[config.mk]
export PLATFORM = sky130hd
export DESIGN_NAME = nios2os_avalon_st_packet_arbiter
export DESIGN_NICKNAME = d
export VERILOG_FILES = /design/src/rtl/nios2os_avalon_st_packet_arbiter.sv
export SDC_FILE = /design/constraint.sdc
export NUM_CORES = 1
export LEC_CHECK = 0
export CAP_MARGIN = 30
export CORE_AREA = 2 2 53 55
export CTS_BUF_LIST = sky130_fd_sc_hd__clkbuf_4
export CTS_CLUSTER_SIZE = 25
export DETAILED_ROUTE_END_ITERATION = 10
export DIE_AREA = 0 0 55 57
export DONT_BUFFER_PORTS = 1
export SYNTH_ARGS = -nofsm -noshare
export SYNTH_HDL_FRONTEND = slang
export SYNTH_SLANG_ARGS = --single-unit
[constraint.sdc]
create_clock -name clk -period 2.7 [get_ports clk]
set_clock_uncertainty 0.05 [all_clocks]
set_input_delay 0.54 -clock clk [delete_from_list [all_inputs] [get_ports clk]]
set_output_delay 0.54 -clock clk [all_outputs]
set_load 0.01 [all_outputs]
[src/rtl/nios2os_avalon_st_packet_arbiter.sv]
// ---------------------------------------------------------------------------
// nios2os_avalon_st_packet_arbiter
//
// Purpose:
//   Packet-granular round-robin arbiter. NUM_IN Avalon-ST sources share one
//   Avalon-ST sink, which is the 32-bit streaming timing adapter in front of
//   the UDP datapath. A source is granted at start-of-packet. It keeps the
//   grant until its end-of-packet beat is accepted, so packets from
//   different sources never interleave. Grant state is registered. The
//   payload path and the ready path form a zero-latency combinational mux.
//
// Optional feature (compile-time macro):
//   NIOS2OS_ARB_ORPHAN_DROP_EN
//     Defined   : In IDLE, a beat with valid=1 and SOP=0 is an orphan. It is
//                 acknowledged (in_ready=1) and discarded. Orphans never
//                 take part in arbitration.
//     Undefined : Any valid source in IDLE is a request, with or without
//                 SOP. Every in_ready is 0 in IDLE.
//
// Ports:
//   clk, reset               single clock; synchronous active-high reset
//   in_valid/in_ready        per-source handshake (NUM_IN bits each)
//   in_data/in_error/
//   in_empty                 flat buses; source i sits at [i*W +: W]
//   in_startofpacket/
//   in_endofpacket           per-source framing
//   out_ready                sink ready (ready latency 0)
//   out_valid, out_data,
//   out_error, out_empty,
//   out_startofpacket,
//   out_endofpacket          muxed stream of the granted source
//   out_channel              index of the granted source
//   busy                     high while a packet is in flight
// ---------------------------------------------------------------------------
module nios2os_avalon_st_packet_arbiter #(
    parameter int NUM_IN  = 2,
    parameter int DATA_W  = 32,
    parameter int ERROR_W = 6,
    parameter int EMPTY_W = 2,
    parameter int CH_W    = 2
) (
    input  logic                      clk,
    input  logic                      reset,
    input  logic [NUM_IN-1:0]         in_valid,
    output logic [NUM_IN-1:0]         in_ready,
    input  logic [NUM_IN*DATA_W-1:0]  in_data,
    input  logic [NUM_IN*ERROR_W-1:0] in_error,
    input  logic [NUM_IN-1:0]         in_startofpacket,
    input  logic [NUM_IN-1:0]         in_endofpacket,
    input  logic [NUM_IN*EMPTY_W-1:0] in_empty,
    input  logic                      out_ready,
    output logic                      out_valid,
    output logic [DATA_W-1:0]         out_data,
    output logic [ERROR_W-1:0]        out_error,
    output logic                      out_startofpacket,
    output logic                      out_endofpacket,
    output logic [EMPTY_W-1:0]        out_empty,
    output logic [CH_W-1:0]           out_channel,
    output logic                      busy
);

    typedef enum logic {
        IDLE = 1'b0,
        BUSY = 1'b1
    } state_t;

    state_t            state_q, state_d;
    logic [CH_W-1:0]   grant_q, grant_d;
    logic [CH_W-1:0]   last_q,  last_d;
    logic              busy_q,  busy_d;

    // Unpacked views of the flat per-source buses.
    logic [DATA_W-1:0]  data_arr  [NUM_IN];
    logic [ERROR_W-1:0] error_arr [NUM_IN];
    logic [EMPTY_W-1:0] empty_arr [NUM_IN];
    logic [NUM_IN-1:0]  req;
    logic [NUM_IN-1:0]  orphan;
    logic [NUM_IN-1:0]  is_granted;

    generate
        for (genvar gi = 0; gi < NUM_IN; gi++) begin : g_src
            assign data_arr[gi]   = in_data[gi*DATA_W +: DATA_W];
            assign error_arr[gi]  = in_error[gi*ERROR_W +: ERROR_W];
            assign empty_arr[gi]  = in_empty[gi*EMPTY_W +: EMPTY_W];
            // One-hot decode of the grant. This avoids indexing with a
            // grant value that may be wider than the source index range.
            assign is_granted[gi] = (grant_q == CH_W'(gi));
`ifdef NIOS2OS_ARB_ORPHAN_DROP_EN
            assign req[gi]    = in_valid[gi] & in_startofpacket[gi];
            assign orphan[gi] = in_valid[gi] & ~in_startofpacket[gi];
`else
            assign req[gi]    = in_valid[gi];
            assign orphan[gi] = 1'b0;
`endif
        end
    endgenerate

    // ------------------------------------------------------------------
    // Round-robin search: first requester among last+1, last+2, ...
    // (mod NUM_IN). last_q is always < NUM_IN, so one wrap subtraction
    // is enough.
    // ------------------------------------------------------------------
    logic            found;
    logic [CH_W-1:0] winner;

    always_comb begin
        int   idx;
        logic cand;
        found  = 1'b0;
        winner = '0;
        for (int k = 1; k <= NUM_IN; k++) begin
            idx = int'(last_q) + k;
            if (idx >= NUM_IN) begin
                idx = idx - NUM_IN;
            end
            cand = 1'b0;
            for (int i = 0; i < NUM_IN; i++) begin
                if (i == idx) begin
                    cand = req[i];
                end
            end
            if (!found && cand) begin
                found  = 1'b1;
                winner = CH_W'(idx);
            end
        end
    end

    // ------------------------------------------------------------------
    // Payload mux. It defaults to source 0, so the outputs stay defined
    // for any grant value.
    // ------------------------------------------------------------------
    logic sel_valid;

    always_comb begin
        sel_valid         = in_valid[0];
        out_data          = data_arr[0];
        out_error         = error_arr[0];
        out_empty         = empty_arr[0];
        out_startofpacket = in_startofpacket[0];
        out_endofpacket   = in_endofpacket[0];
        for (int i = 0; i < NUM_IN; i++) begin
            if (is_granted[i]) begin
                sel_valid         = in_valid[i];
                out_data          = data_arr[i];
                out_error         = error_arr[i];
                out_empty         = empty_arr[i];
                out_startofpacket = in_startofpacket[i];
                out_endofpacket   = in_endofpacket[i];
            end
        end
    end

    assign out_valid   = (state_q == BUSY) & sel_valid;
    assign out_channel = grant_q;
    assign busy        = busy_q;

    // Ready routing. In BUSY, ready goes only to the granted source. In
    // IDLE, ready goes only to orphans, and only when orphan dropping is
    // compiled in.
    always_comb begin
        in_ready = '0;
        if (state_q == BUSY) begin
            for (int i = 0; i < NUM_IN; i++) begin
                in_ready[i] = is_granted[i] & out_ready;
            end
        end else begin
            in_ready = orphan;
        end
    end

    // ------------------------------------------------------------------
    // Next-state logic.
    // ------------------------------------------------------------------
    always_comb begin
        state_d = state_q;
        grant_d = grant_q;
        last_d  = last_q;
        case (state_q)
            IDLE: begin
                if (found) begin
                    state_d = BUSY;
                    grant_d = winner;
                    last_d  = winner;
                end
            end
            BUSY: begin
                // The packet ends only when its EOP beat is actually accepted.
                if (out_valid && out_ready && out_endofpacket) begin
                    state_d = IDLE;
                end
            end
            default: state_d = IDLE;
        endcase
        busy_d = (state_d == BUSY);
    end

    // last resets to NUM_IN-1, so the first arbitration favours source 0.
    always_ff @(posedge clk) begin
        if (reset) begin
            state_q <= IDLE;
            grant_q <= '0;
            last_q  <= CH_W'(NUM_IN - 1);
            busy_q  <= 1'b0;
        end else begin
            state_q <= state_d;
            grant_q <= grant_d;
            last_q  <= last_d;
            busy_q  <= busy_d;
        end
    end

endmodule
==> flow_metrics.env <==
export IMPL_portBuffers=0
export IMPL_async_reset_ff_frac=0
export IMPL_fmax_ghz=0.465
export IMPL_ant_nets=0
export IMPL_power_density_nw_per_um2=342
export IMPL_antennaDiodeCount=0
export IMPL_dp_slack_ns=0.804
export IMPL_core_area_um2=2620
export IMPL_grt_start_max_net_pins=46
export IMPL_final_max_slew_viol_count=0
export IMPL_die_area_um2=3140
export IMPL_grt_total_usage=0.107
export IMPL_worstPathMaxFanout=45
export IMPL_hold_depth=1
export IMPL_cts_setup_buffers=0
export IMPL_grt_overflow_total=0
export IMPL_synth_seq_area_share=0.109
export IMPL_worstHoldStart="reset"
export IMPL_clockBufferDepth=2
export IMPL_initial_core_util=0.281
export IMPL_row_count=19
export IMPL_avgSynthCellArea_um2=10.1
export IMPL_viasPerCell=5.74
export IMPL_synth_top_family_by_area="multiplexers"
export IMPL_antenna_found_initial=0
export IMPL_finalCriticalPeriod_ns=2.15
export IMPL_drc_errors=0
export IMPL_r2r_setup_slack_ns=1.15
export IMPL_hp_class="input pin to register"
export IMPL_critical_path_endpoint_type="output port"
export IMPL_grt_pass1_wl_um=2470
export IMPL_num_vias=580
export IMPL_cp_start_kind="register"
export IMPL_dr_wl_met2_um=1080
export IMPL_cp_cell_sequence="nor2b_4 -> buf_12 -> mux2_1"
export IMPL_cp_arrival_ns=1.56
export IMPL_cpMaxStageDelayCell="mux2_1"
export IMPL_rr_startpoint="out_channel[0]$_SDFFE_PP0P_"
export IMPL_netlist_area_um2=736
export IMPL_tightest_slew_ns=0.358
export IMPL_post_drt_wl_per_cell_um=20.6
export IMPL_finalNetCount=161
export IMPL_cts_hold_buffers_added=0
export IMPL_max_stage_delay_ns=0.43
export IMPL_status="finished, final reports clean"
export IMPL_ys_seq_elements=4
export IMPL_gp_congestion=0.808
export IMPL_whs_endpoint="out_channel[0]$_SDFFE_PP0P_"
export IMPL_dp_hpwl_um=1860
export IMPL_path_class="register to output port"
export IMPL_clock_root_buffer="clkbuf_4"
export IMPL_synth_edf_count=0
export IMPL_drive_gt1_frac=0.129
export IMPL_hold_viol=0
export IMPL_clk_pin_slew_ns=0.03
export IMPL_ff2ff_path_depth=4
export IMPL_rsz0062_at_grt="no"
export IMPL_highest_layer="met4"
export IMPL_fin_setup_tns_ns=0
export IMPL_regToRegEndpoint="busy$_SDFF_PP0_"
export IMPL_wl_met1_um=809
export IMPL_io_pins=137
export IMPL_max_cap_violations=0
export IMPL_final_common_cell="mux2_1"
export IMPL_wl_um=2080
export IMPL_drt_iter0_drc=0
export IMPL_synth_compound_gate_area_share=0.0765
export IMPL_ir_drop_mv=0.182
export IMPL_grt_pass1_vias=515
export IMPL_clock_sinks=4
export IMPL_netlist_instances=73
export IMPL_yosys_area_share_simple=0.0901
export IMPL_synth_mux_area_frac=0.648
export IMPL_final_area_um2=772
export IMPL_critPathRequiredTime_ns=2.11
export IMPL_synth_fa_ha_area_frac=0
export IMPL_ctsResizeCount=0
export IMPL_fin_ws_ns=0.550
export IMPL_timing_final_crit_share=0.796
export IMPL_firstDrtPassIters=1
export IMPL_power_leakage_uw=0.000269
export IMPL_die_y_um=57
export IMPL_yosysWarnings=0
export IMPL_layout_common_cells="mux2_1, dfxtp_1, clkbuf_4"
export IMPL_synth_nets=162
export IMPL_timing_final_setup_violations=0
export IMPL_yosysUniqueCellTypes=24
export IMPL_wl_met3_um=181
export IMPL_nFillCells=275
export IMPL_die_w_um=55
export IMPL_slew_headroom=0.759
export IMPL_cts_tree="yes"
export IMPL_area_growth_pct=4.93
export IMPL_synth_xor_area_frac=0
export IMPL_htree_levels=1
export IMPL_synth_ff_type="dfxtp_1"
export IMPL_cts_made_buffers=3
export IMPL_dpl_cell_area_um2=749
export IMPL_worstSkewPairLatency_ns=0.23
-- cells in the mapped netlist, drive strengths merged, types with 2 or more instances --
| cell | number | area [µm²] |
|---|---|---|
| dfxtp | 4 | 80.1 |
| nor2 | 2 | 7.51 |
| mux2 | 42 | 477 |
| nor3b | 2 | 15.0 |
| nand2 | 2 | 7.51 |
| buf | 6 | 48.8 |
| o21ai | 2 | 10.0 |
-- cells by family after synthesis --
| logic type | Yosys count |
|---|---|
| buf+inv | 8 |
| compound gates | 7 |
| mux | 42 |
| simple gates | 12 |
| flops | 4 |
-- stage by stage --
step,power (µW),cells,hold slack [ns],util
final,264,101,0.324,0.295
after global routing,282,101,0.318,0.295
after CTS,270,101,0.314,0.295
after detailed placement,193,98,0.460,0.287
after global placement,192,98,0.437,0.287
after floorplan,181,73,0.417,-
-- layout make-up --
cell class	instances	area, µm²	area share
clock buffers	3	22.5	0.0292
flip-flops and latches	4	80.1	0.104
well taps	31	38.8	0.0502
repair buffers	1	20.0	0.0259
inverters	1	3.75	0.00486
multi-input cells	61	607	0.786
-- worst max-delay path, delay by kind of cell, from the launching register on --
kind          cells  cell delay [ns]
mux               1             0.43
flops             1             0.42
buf+inv           1             0.24
simple gates      1             0.21
-- worst max-delay path by stage --
stage                                start            to  slack [ns]  cells past startpoint
2_1_floorplan  out_channel[0]$_SDFFE_PP0P_   out_data[0]        0.88                      4
3_3_place_gp   out_channel[0]$_SDFFE_PP0P_  out_data[21]        0.84                      3
3_5_place_dp   out_channel[0]$_SDFFE_PP0P_  out_data[21]        0.80                      3
4_1_cts        out_channel[0]$_SDFFE_PP0P_  out_data[21]        0.55                      3
5_1_grt        out_channel[0]$_SDFFE_PP0P_  out_data[21]        0.47                      3
6_report       out_channel[0]$_SDFFE_PP0P_  out_data[21]        0.55                      3
-- report_power, final --
part	internal, µW	switching, µW
Combinational	50.4	72.6
Clock	49.5	22.6
Sequential	62.9	5.71
-- metal layers --
layer | vias to the layer above | GRT usage
li1 | 267 | -
met1 | 267 | 0.135
met2 | 44 | 0.173
met3 | 2 | 0.0157
met4 | 0 | 0.0523
met5 | - | 0
Note: power is estimated with default switching activity, not from simulation.
